## src/rtl/hazard_pkg.sv

```systemverilog
// Shared definitions for the IF/ID hazard controller.
//   state_t   : recovery FSM states (RUN, FLUSH)
//   REG_W_DEF : default register-address width
//   ZERO_REG  : architectural zero register; a load to it never creates a hazard
package hazard_pkg;

    typedef enum logic {
        ST_RUN   = 1'b0,
        ST_FLUSH = 1'b1
    } state_t;

    localparam int REG_W_DEF = 5;
    localparam int ZERO_REG  = 0;

endpackage

```

## src/rtl/if_id_hazard_ctrl_if.sv

```systemverilog
// Signal bundle between the pipeline datapath and the hazard controller.
//   master : datapath side, drives ID/EX hazard information, receives enables/flushes
//   slave  : controller side, receives hazard information, drives enables/flushes/counters
interface if_id_hazard_ctrl_if #(
    parameter int REG_W = 5,
    parameter int CNT_W = 32
);
    logic [REG_W-1:0] id_rs1;
    logic [REG_W-1:0] id_rs2;
    logic             id_uses_rs2;
    logic             ex_mem_read;
    logic [REG_W-1:0] ex_rd;
    logic             ex_branch_resolved;
    logic             ex_branch_taken;
    logic             ex_prediction;
    logic             dmem_busy;
    logic             pc_write;
    logic             if_write;
    logic             if_id_flush;
    logic             id_ex_flush;
    logic [CNT_W-1:0] stall_count;
    logic [CNT_W-1:0] flush_count;

    modport master (
        output id_rs1, id_rs2, id_uses_rs2, ex_mem_read, ex_rd,
               ex_branch_resolved, ex_branch_taken, ex_prediction, dmem_busy,
        input  pc_write, if_write, if_id_flush, id_ex_flush,
               stall_count, flush_count
    );

    modport slave (
        input  id_rs1, id_rs2, id_uses_rs2, ex_mem_read, ex_rd,
               ex_branch_resolved, ex_branch_taken, ex_prediction, dmem_busy,
        output pc_write, if_write, if_id_flush, id_ex_flush,
               stall_count, flush_count
    );

endinterface

```

## src/rtl/sat_counter.sv

```systemverilog
// Saturating up-counter for event statistics; sticks at all-ones.
//   clk, rst_n : clock, async active-low reset (clears to 0)
//   inc        : count one event this cycle
//   count      : current value
module sat_counter #(
    parameter int W = 32
) (
    input  logic         clk,
    input  logic         rst_n,
    input  logic         inc,
    output logic [W-1:0] count
);

    always_ff @(posedge clk or negedge rst_n) begin
        if (!rst_n) begin
            count <= '0;
        end else if (inc && (count != '1)) begin
            count <= count + W'(1);
        end
    end

endmodule

```

## src/rtl/if_id_hazard_ctrl.sv

```systemverilog
// IF/ID hazard controller: PC / IF/ID enables and IF/ID, ID/EX flushes from
// load-use, branch mispredict and data-memory busy, plus stall/flush statistics.
//   clk, rst_n : clock, async active-low reset
//   bus        : slave side of if_id_hazard_ctrl_if (hazard inputs, control outputs, counters)
//
// state    | meaning
// ---------+---------------------------------------------------------------
// ST_RUN   | normal flow; resolves freeze, mispredict and load-use
// ST_FLUSH | extra cycles of IF/ID flush after a mispredict; cnt = cycles left
module if_id_hazard_ctrl
    import hazard_pkg::*;
#(
    parameter int FLUSH_CYCLES = 1,
    parameter int CNT_W        = 32,
    parameter int REG_W        = REG_W_DEF
) (
    input logic              clk,
    input logic              rst_n,
    if_id_hazard_ctrl_if.slave bus
);

    localparam logic [3:0] CNT_INIT = 4'(FLUSH_CYCLES - 1);

    state_t     state_q, state_d;
    logic [3:0] cnt_q, cnt_d;
    logic       load_use, mispredict;
    logic       stall_inc, flush_inc;
    logic       pc_write, if_write, if_id_flush, id_ex_flush;

    assign load_use = bus.ex_mem_read
                   && (bus.ex_rd != REG_W'(ZERO_REG))
                   && ((bus.ex_rd == bus.id_rs1)
                       || (bus.id_uses_rs2 && (bus.ex_rd == bus.id_rs2)));

    assign mispredict = bus.ex_branch_resolved
                     && (bus.ex_branch_taken != bus.ex_prediction);

    always_ff @(posedge clk or negedge rst_n) begin
        if (!rst_n) begin
            state_q <= ST_RUN;
            cnt_q   <= '0;
        end else begin
            state_q <= state_d;
            cnt_q   <= cnt_d;
        end
    end

    always_comb begin
        state_d     = state_q;
        cnt_d       = cnt_q;
        pc_write    = 1'b1;
        if_write    = 1'b1;
        if_id_flush = 1'b0;
        id_ex_flush = 1'b0;
        stall_inc   = 1'b0;
        flush_inc   = 1'b0;

        if (!rst_n) begin
            // Keep the pipe quiet and bubbled while reset is asserted.
            pc_write    = 1'b0;
            if_write    = 1'b0;
            if_id_flush = 1'b1;
            id_ex_flush = 1'b1;
        end else if (bus.dmem_busy) begin
            // Full freeze: EX re-presents its branch/load after release.
            pc_write    = 1'b0;
            if_write    = 1'b0;
        end else begin
            case (state_q)
                ST_RUN: begin
                    if (mispredict) begin
                        if_write    = 1'b0;
                        if_id_flush = 1'b1;
                        id_ex_flush = 1'b1;
                        flush_inc   = 1'b1;
                        if (FLUSH_CYCLES > 1) begin
                            state_d = ST_FLUSH;
                            cnt_d   = CNT_INIT;
                        end
                    end else if (load_use) begin
                        pc_write    = 1'b0;
                        if_write    = 1'b0;
                        id_ex_flush = 1'b1;
                        stall_inc   = 1'b1;
                    end
                end
                ST_FLUSH: begin
                    if_write    = 1'b0;
                    if_id_flush = 1'b1;
                    if (cnt_q <= 4'd1) begin
                        state_d = ST_RUN;
                        cnt_d   = '0;
                    end else begin
                        cnt_d   = cnt_q - 4'd1;
                    end
                end
                default: begin
                    state_d = ST_RUN;
                    cnt_d   = '0;
                end
            endcase
        end
    end

    assign bus.pc_write    = pc_write;
    assign bus.if_write    = if_write;
    assign bus.if_id_flush = if_id_flush;
    assign bus.id_ex_flush = id_ex_flush;

    sat_counter #(.W(CNT_W)) u_stall_cnt (
        .clk   (clk),
        .rst_n (rst_n),
        .inc   (stall_inc),
        .count (bus.stall_count)
    );

    sat_counter #(.W(CNT_W)) u_flush_cnt (
        .clk   (clk),
        .rst_n (rst_n),
        .inc   (flush_inc),
        .count (bus.flush_count)
    );

endmodule

```

## src/flat_wrapper.sv

```systemverilog
// flat-port wrapper written by rule: the top's interface ports become plain ports
module if_id_hazard_ctrl_flat import hazard_pkg::*;
#(
    parameter int FLUSH_CYCLES = 1,
    parameter int CNT_W        = 32,
    parameter int REG_W        = REG_W_DEF
)
  (clk, rst_n, bus_id_rs1, bus_id_rs2, bus_id_uses_rs2, bus_ex_mem_read, bus_ex_rd, bus_ex_branch_resolved, bus_ex_branch_taken, bus_ex_prediction, bus_dmem_busy, bus_pc_write, bus_if_write, bus_if_id_flush, bus_id_ex_flush, bus_stall_count, bus_flush_count);
  if_id_hazard_ctrl_if #(.REG_W(REG_W), .CNT_W(CNT_W)) bus_i ();
  input logic clk;
  input logic rst_n;
  input wire logic [$bits(bus_i.id_rs1)-1:0] bus_id_rs1;
  input wire logic [$bits(bus_i.id_rs2)-1:0] bus_id_rs2;
  input wire logic [$bits(bus_i.id_uses_rs2)-1:0] bus_id_uses_rs2;
  input wire logic [$bits(bus_i.ex_mem_read)-1:0] bus_ex_mem_read;
  input wire logic [$bits(bus_i.ex_rd)-1:0] bus_ex_rd;
  input wire logic [$bits(bus_i.ex_branch_resolved)-1:0] bus_ex_branch_resolved;
  input wire logic [$bits(bus_i.ex_branch_taken)-1:0] bus_ex_branch_taken;
  input wire logic [$bits(bus_i.ex_prediction)-1:0] bus_ex_prediction;
  input wire logic [$bits(bus_i.dmem_busy)-1:0] bus_dmem_busy;
  output wire logic [$bits(bus_i.pc_write)-1:0] bus_pc_write;
  output wire logic [$bits(bus_i.if_write)-1:0] bus_if_write;
  output wire logic [$bits(bus_i.if_id_flush)-1:0] bus_if_id_flush;
  output wire logic [$bits(bus_i.id_ex_flush)-1:0] bus_id_ex_flush;
  output wire logic [$bits(bus_i.stall_count)-1:0] bus_stall_count;
  output wire logic [$bits(bus_i.flush_count)-1:0] bus_flush_count;
  assign bus_i.id_rs1 = bus_id_rs1;
  assign bus_i.id_rs2 = bus_id_rs2;
  assign bus_i.id_uses_rs2 = bus_id_uses_rs2;
  assign bus_i.ex_mem_read = bus_ex_mem_read;
  assign bus_i.ex_rd = bus_ex_rd;
  assign bus_i.ex_branch_resolved = bus_ex_branch_resolved;
  assign bus_i.ex_branch_taken = bus_ex_branch_taken;
  assign bus_i.ex_prediction = bus_ex_prediction;
  assign bus_i.dmem_busy = bus_dmem_busy;
  assign bus_pc_write = bus_i.pc_write;
  assign bus_if_write = bus_i.if_write;
  assign bus_if_id_flush = bus_i.if_id_flush;
  assign bus_id_ex_flush = bus_i.id_ex_flush;
  assign bus_stall_count = bus_i.stall_count;
  assign bus_flush_count = bus_i.flush_count;
  if_id_hazard_ctrl #(.FLUSH_CYCLES(FLUSH_CYCLES), .CNT_W(CNT_W), .REG_W(REG_W)) u_core (.clk(clk), .rst_n(rst_n), .bus(bus_i));
endmodule
```

## config.mk

```make
export PLATFORM = sky130hd
export DESIGN_NAME = if_id_hazard_ctrl_flat
export DESIGN_NICKNAME = d
export VERILOG_FILES = /design/src/rtl/hazard_pkg.sv /design/src/rtl/if_id_hazard_ctrl_if.sv /design/src/rtl/sat_counter.sv /design/src/rtl/if_id_hazard_ctrl.sv /design/src/flat_wrapper.sv
export SDC_FILE = /design/constraint.sdc
export NUM_CORES = 1
export LEC_CHECK = 0
export CAP_MARGIN = 20
export CORE_ASPECT_RATIO = 1.4
export CORE_UTILIZATION = 49
export CTS_BUF_LIST = sky130_fd_sc_hd__clkbuf_16
export DETAILED_ROUTE_END_ITERATION = 10
export PLACE_DENSITY_LB_ADDON = 0.3
export SLEW_MARGIN = 20
export SYNTH_ARGS = -nofsm -noshare
export SYNTH_HDL_FRONTEND = slang
export SYNTH_SLANG_ARGS = --single-unit
export TNS_END_PERCENT = 30
```

## constraint.sdc

```tcl
create_clock -name clk -period 2.33 [get_ports clk]
set_input_delay 0.466 -clock clk [delete_from_list [all_inputs] [get_ports clk]]
set_output_delay 0.466 -clock clk [all_outputs]
set_load 0.01 [all_outputs]
```

-- Yosys cells after proc, flatten, opt, wreduce, memory -nomap -nowiden
Index checks and enable logic that the tools add are counted.
- bits in registers: 69
- latch bits: 0
- RAM bits: 0
- memory bits (read-only): 0
- bits of input ports: 23
- output and inout bits: 68
- memories kept: 0
- add/sub/neg operators: 3
- $mul: 0
- div/mod/pow operators: 0
- $lt $le $gt $ge: 1
- equality and inequality tests: 5
- shifts and indexed selects: 0
- multiplexer cells: 28
- bitwise gates (word level): 2
- reductions and logical operators: 10
- operators with widths (kind ; count):
    $add 32x1->32 const B ; 2
    $ne 32x32->1 const B ; 2
    $mux 1 ; 25
    $eq 5x5->1 ; 2
    $logic_and 1x1->1 ; 6
    $reduce_bool 5->1 ; 1
    $le 4x1->1 const B ; 1
    $mux 4 ; 1
    $pmux 1 s2 ; 2
    $sub 4x1->4 const B ; 1
    $reduce_and 3->1 ; 1
    $not 1->1 ; 2
    $reduce_and 2->1 ; 1
    $logic_or 1x1->1 ; 1
    $ne 1x1->1 ; 1

-- Longest topological paths before layout
- word-level depth: 10
- gate-level depth with buffers: 8
- gate-level depth less buffers: 7

-- Hierarchy
Synthesis repeated with hierarchy kept, for this count alone.
- cell total of the unflattened synthesis: 356
- area total of the unflattened synthesis: 3718.6 µm²
- by module, submodules not included (module ; instances ; cells an instance ; area each (µm²)):
    sat_counter ; 2 ; 151 ; 1624.1
    if_id_hazard_ctrl ; 1 ; 54 ; 470.5

-- Least setup slack after synthesis
Ideal clock, no wire load.
- path type: register to register
- start: reg u_core.u_flush_cnt.count[0]
- end: reg u_core.u_flush_cnt.count[24]
- arrival time: 1.956 ns
- data required time: 2.251 ns
- setup slack: 0.295 ns
- cell stages (with the launch flop): 8
- clock period less this slack: 2.035 ns
- path through: dfrtp_1 > ha_1 > nand2_1 > or4_4 > nor4_4 > nand2b_2 > nor2_1 > xor2_1
- longest elaborated chain between the ends: 2
- RTL lines (what ; RTL line ; text):
    start: declaration ; sat_counter.sv:11 ; output logic [W-1:0] count
    start signal: assignment ; sat_counter.sv:18 ; count <= count + W'(1);
    parallel branches: the longest is 2 deep, another holds $add 32x1->32 ; - ;
Several ways; the timed one is not identified.
A chain may end at the register's enable or synchronous reset.

-- Worst setup path after layout
- start: in bus_ex_rd[4]
- end: out bus_id_ex_flush
- longest elaborated chain between the ends: 9
- RTL lines (what ; RTL line ; text):
    start: declaration ; flat_wrapper.sv:16 ; input wire logic [$bits(bus_i.ex_rd)-1:0] bus_ex_rd;
    $eq 5x5->1 ; if_id_hazard_ctrl.sv:33 ; || (bus.id_uses_rs2 && (bus.ex_rd == bus.id_rs2)));
    $logic_and 1x1->1 ; if_id_hazard_ctrl.sv:33 ;
    $logic_or 1x1->1 ; if_id_hazard_ctrl.sv:33 ;
    $logic_and 1x1->1 (*) ; if_id_hazard_ctrl.sv:32 ; && ((bus.ex_rd == bus.id_rs1)
    $mux 1 (*) ; if_id_hazard_ctrl.sv:80 ; end else if (load_use) begin
    $mux 1 (*) ; if_id_hazard_ctrl.sv:71 ; if (mispredict) begin
    $mux 1 (*) ; if_id_hazard_ctrl.sv:69 ; case (state_q)
    $mux 1 (*) ; if_id_hazard_ctrl.sv:64 ; end else if (bus.dmem_busy) begin
    $mux 1 (*) ; if_id_hazard_ctrl.sv:58 ; if (!rst_n) begin
    end: declaration ; flat_wrapper.sv:24 ; output wire logic [$bits(bus_i.id_ex_flush)-1:0] bus_id_ex_flush;
Every way passes the cells marked *; elsewhere a longest branch is shown, timed or not.

==> run_results.csv <==
group,metric,value,unit
final_layout,nets,498,
sta,report.final.setup_viol,0,
synthesis,synth-main-ff-cell,"dfrtp_1",
placed_design,gp_congestion,0.801,
placed_design,place_area,0.00477,mm2
worst_setup_path,crit_fanout,3,
placed_design,portBuffers,90,
floorplanning,die_y,103,um
worst_setup_path,crit_path_start_kind,"primary input",
worst_setup_path,end_kind,"output pin",
sta,holdWs,0.234,ns
worst_setup_path,slowest_delay,0.57,ns
run_status,status,"finished clean",
synthesis,avgSynthCellArea,10.3,um2
floorplanning,io_pins,91,
power_and_ir_drop,pwr-share-clk,0.443,
worst_setup_path,ff2ff_path_depth,8,
placed_design,dp_hpwl,6.28,mm
worst_setup_path,cp_slowest_cell,"or4_4",
global_route,grt-ovfl-total,0,
sta,final_hold_viol_count,0,
final_layout,n_fill_cell,538,
synthesis,synth-seq-area-share,0.481,
worst_setup_path,setup.reg_to_reg.worst_slack,0.15,ns
global_route,grt_usage,0.233,
sta,tns,0,ns
drt,drc,0,
sta,slew_viol_final,0,
global_route,antenna_found_initial,0,
power_and_ir_drop,cellLeakagePower,2.30,nW
cts,clock_latency,0.32,ns
floorplanning,fp-row-count,36,
final_layout,num_antenna_cells,0,
floorplanning,core_region_area,0.00703,mm2
worst_setup_path,crit_family,"simple AND/OR/NAND/NOR gates",
worst_setup_path,crit_required,1.86,ns
cts,clock_sinks,69,
global_route,grt_pass1_vias,3009,
global_route,grt_max_degree,43,
drt,ant_nets,0,
power_and_ir_drop,finalPower,3.13,mW
worst_setup_path,cp.depth,7,
cts,clockBufferDepth,2,
cts,cts_tree,"built",
drt,drtIter0Drc,128,
worst_setup_path,cp-startpoint,"bus_ex_rd[4]",
final_layout,syn_to_final_growth,43.2,%
cts,path_clk_slew,0.05,ns
final_layout,drive_above_1_share,0.162,
synthesis,ys_types,43,
synthesis,synth-edff-count,0,
floorplanning,dieWidth,74.4,um
cts,hold_buffers,0,
power_and_ir_drop,intPower,2.40,mW
power_and_ir_drop,vdd_drop_max,0.000350,V
worst_setup_path,reg2reg_to,"u_core.u_stall_cnt.count[1]$_DFFE_PN0P_",
synthesis,ys.warnings.count,0,
worst_setup_path,reg2reg_from,"u_core.u_stall_cnt.count[0]$_DFFE_PN0P_",
cts,cts_buffers,9,
drt,num_vias,3077,
synthesis,synth_fp_nets,376,
synthesis,postSynthCellCount,349,
power_and_ir_drop,power_density,610,mW/mm2
worst_setup_path,endpoint,"bus_id_ex_flush",
final_layout,design_area,0.00514,mm2
worst_setup_path,cp.arrival,1.80,ns
synthesis,async_reset_ff_frac,1.00,
sta,min_period_over_period,0.972,
drt,wl_per_cell,14.6,um
drt,first_pass_iters,4,
floorplanning,start_util,0.511,
cts,htree_num_levels,3,
sta,finClkSkew,0.00477,ns
drt,vias_per_cell,5.39,
drt,routed_wirelength,8.36,mm
worst_setup_path,cp.buffers_inverters,2,
power_and_ir_drop,swShare,0.234,
worst_setup_path,cp_cell_sequence,"clkdlybuf4s15_1 > or4_4 > o21ai_4 > nor2b_4 > a21oi_2 > o31ai_1 > buf_2",
min_path,min_path_type,"primary input to asynchronous set/reset pin",
global_route,grt_pass1_wl,13.7,mm
power_and_ir_drop,pwr-share-comb,0.129,
synthesis,netlist_area,0.00359,mm2
worst_setup_path,timing_worst_setup_path_type,"primary input to output pin",
floorplanning,dieArea,0.00768,mm2
sta,post-route-min-period,2.27,ns
power_and_ir_drop,pwr-share-seq,0.428,
power_and_ir_drop,switching_power,735,uW
final_layout,final_cell_mix,"clkdlybuf4s50_1 (69), dfrtp_1 (69), xnor2_1 (43)",
sta,relSlewSlack,0.662,
synthesis,synth_seq_cells,69,
sta,max_freq,0.441,GHz
flow_run,cap_violations,0,
sta,worst_pin_slew,0.507,ns
cts,cts.root.buffer_cell,"clkbuf_16",
[cell type report]
| class | instances | area, um2 | share of cell area |
|---|---|---|---|
| multi-input cells | 265 | 1890 | 0.367 |
| flip-flops and latches | 69 | 1730 | 0.336 |
| repair buffers | 119 | 1080 | 0.210 |
| inverters | 7 | 26.3 | 0.00511 |
| well taps | 95 | 119 | 0.0231 |
| clock buffers | 9 | 225 | 0.0438 |
| clock inverters | 7 | 81.3 | 0.0158 |
[through the flow]
stage / setup slack [ns] / utilization / std cells
2_1_floorplan: 0.295 / - / 349
3_3_place_gp: -0.591 / 0.679 / 553
3_5_place_dp: -0.703 / 0.679 / 553
4_1_cts: -0.00342 / 0.726 / 571
5_1_grt: -0.0213 / 0.732 / 571
6_report: 0.0648 / 0.732 / 571
[metal layers]
layer / routed length [um] / up-vias / GRT usage
li1: - / 1469 / -
met1: 3340 / 1528 / 0.263
met2: 4630 / 66 / 0.426
met3: 229 / 14 / 0.0388
met4: 156 / 0 / 0.100
met5: 0 / - / 0
[cells in the mapped netlist, types with 2 or more instances]
library cell / n / share of area
inv_1: 7 / 0.0073
ha_1: 4 / 0.014
nor3b_1: 3 / 0.0063
nand2_1: 36 / 0.038
and3_1: 14 / 0.024
mux2_2: 2 / 0.0063
or4_1: 2 / 0.0042
nor3_2: 2 / 0.0056
o22ai_1: 2 / 0.0035
a21oi_1: 3 / 0.0042
nor4_1: 5 / 0.0087
or3_1: 2 / 0.0035
nor4b_2: 2 / 0.0084
nor3_1: 9 / 0.013
nand4_1: 26 / 0.045
nor2_1: 24 / 0.025
o21ai_0: 5 / 0.0070
nor4_4: 2 / 0.012
and4_1: 6 / 0.015
buf_2: 7 / 0.0098
nand2b_1: 3 / 0.0052
xnor2_1: 43 / 0.10
and2_1: 4 / 0.0070
xor2_1: 29 / 0.071
nand3_2: 2 / 0.0056
nand3_1: 20 / 0.028
dfrtp_1: 69 / 0.48
[sequential cells by signal (all words and copies together), names as in the netlist]
register and count:
u_core.u_flush_cnt.count 32, u_core.u_stall_cnt.count 32, u_core.cnt_q 4, u_core.state_q 1
[timing repair]
action	4_1_cts	5_1_grt
setup endpoints to repair	10	23
gates resized for setup	40	14
pin swaps	16	6
setup buffers	2	0
cloned	0	0
[power by group through the flow]
stage / Clock (mW) / Sequential, mW / Combinational (mW)
2_1_floorplan: 0 / 1.37 / 0.165
3_3_place_gp: 0 / 1.36 / 0.390
3_5_place_dp: 0 / 1.36 / 0.409
4_1_cts: 1.41 / 1.34 / 0.406
5_1_grt: 1.47 / 1.36 / 0.447
6_report: 1.39 / 1.34 / 0.405
[worst min-delay path by stage]
stage	slack (ns)	from	to	cells after the start
floorplan	0.17	rst_n	u_core.cnt_q[0]$_DFFE_PN0P_	0
global placement	0.48	u_core.u_flush_cnt.count[19]$_DFFE_PN0P_	u_core.u_flush_cnt.count[19]$_DFFE_PN0P_	1
detailed placement	0.48	u_core.u_stall_cnt.count[8]$_DFFE_PN0P_	u_core.u_stall_cnt.count[8]$_DFFE_PN0P_	1
CTS	0.24	rst_n	u_core.state_q$_DFFE_PN0P_	2
global route	0.27	rst_n	u_core.state_q$_DFFE_PN0P_	2
finish	0.23	rst_n	u_core.state_q$_DFFE_PN0P_	2
[cells by family after synthesis]
family | synth area share
xor+xnor | 0.176
mux | 0.00627
simple gates | 0.271
fa+ha+maj | 0.0139
compound gates | 0.0341
flops | 0.481
buf+inv | 0.0181
[worst reg2reg max path, stage by stage, from the launching register on]
cell and delay [ns]:
dfrtp_1 0.44, ha_1 0.25, and4_1 0.24, and3_1 0.23, nand3_1 0.12, nor2_1 0.05
buf_4 0.17, nor2_1 0.20, mux2_2 0.36
Note: power is estimated with default switching activity, not from simulation.
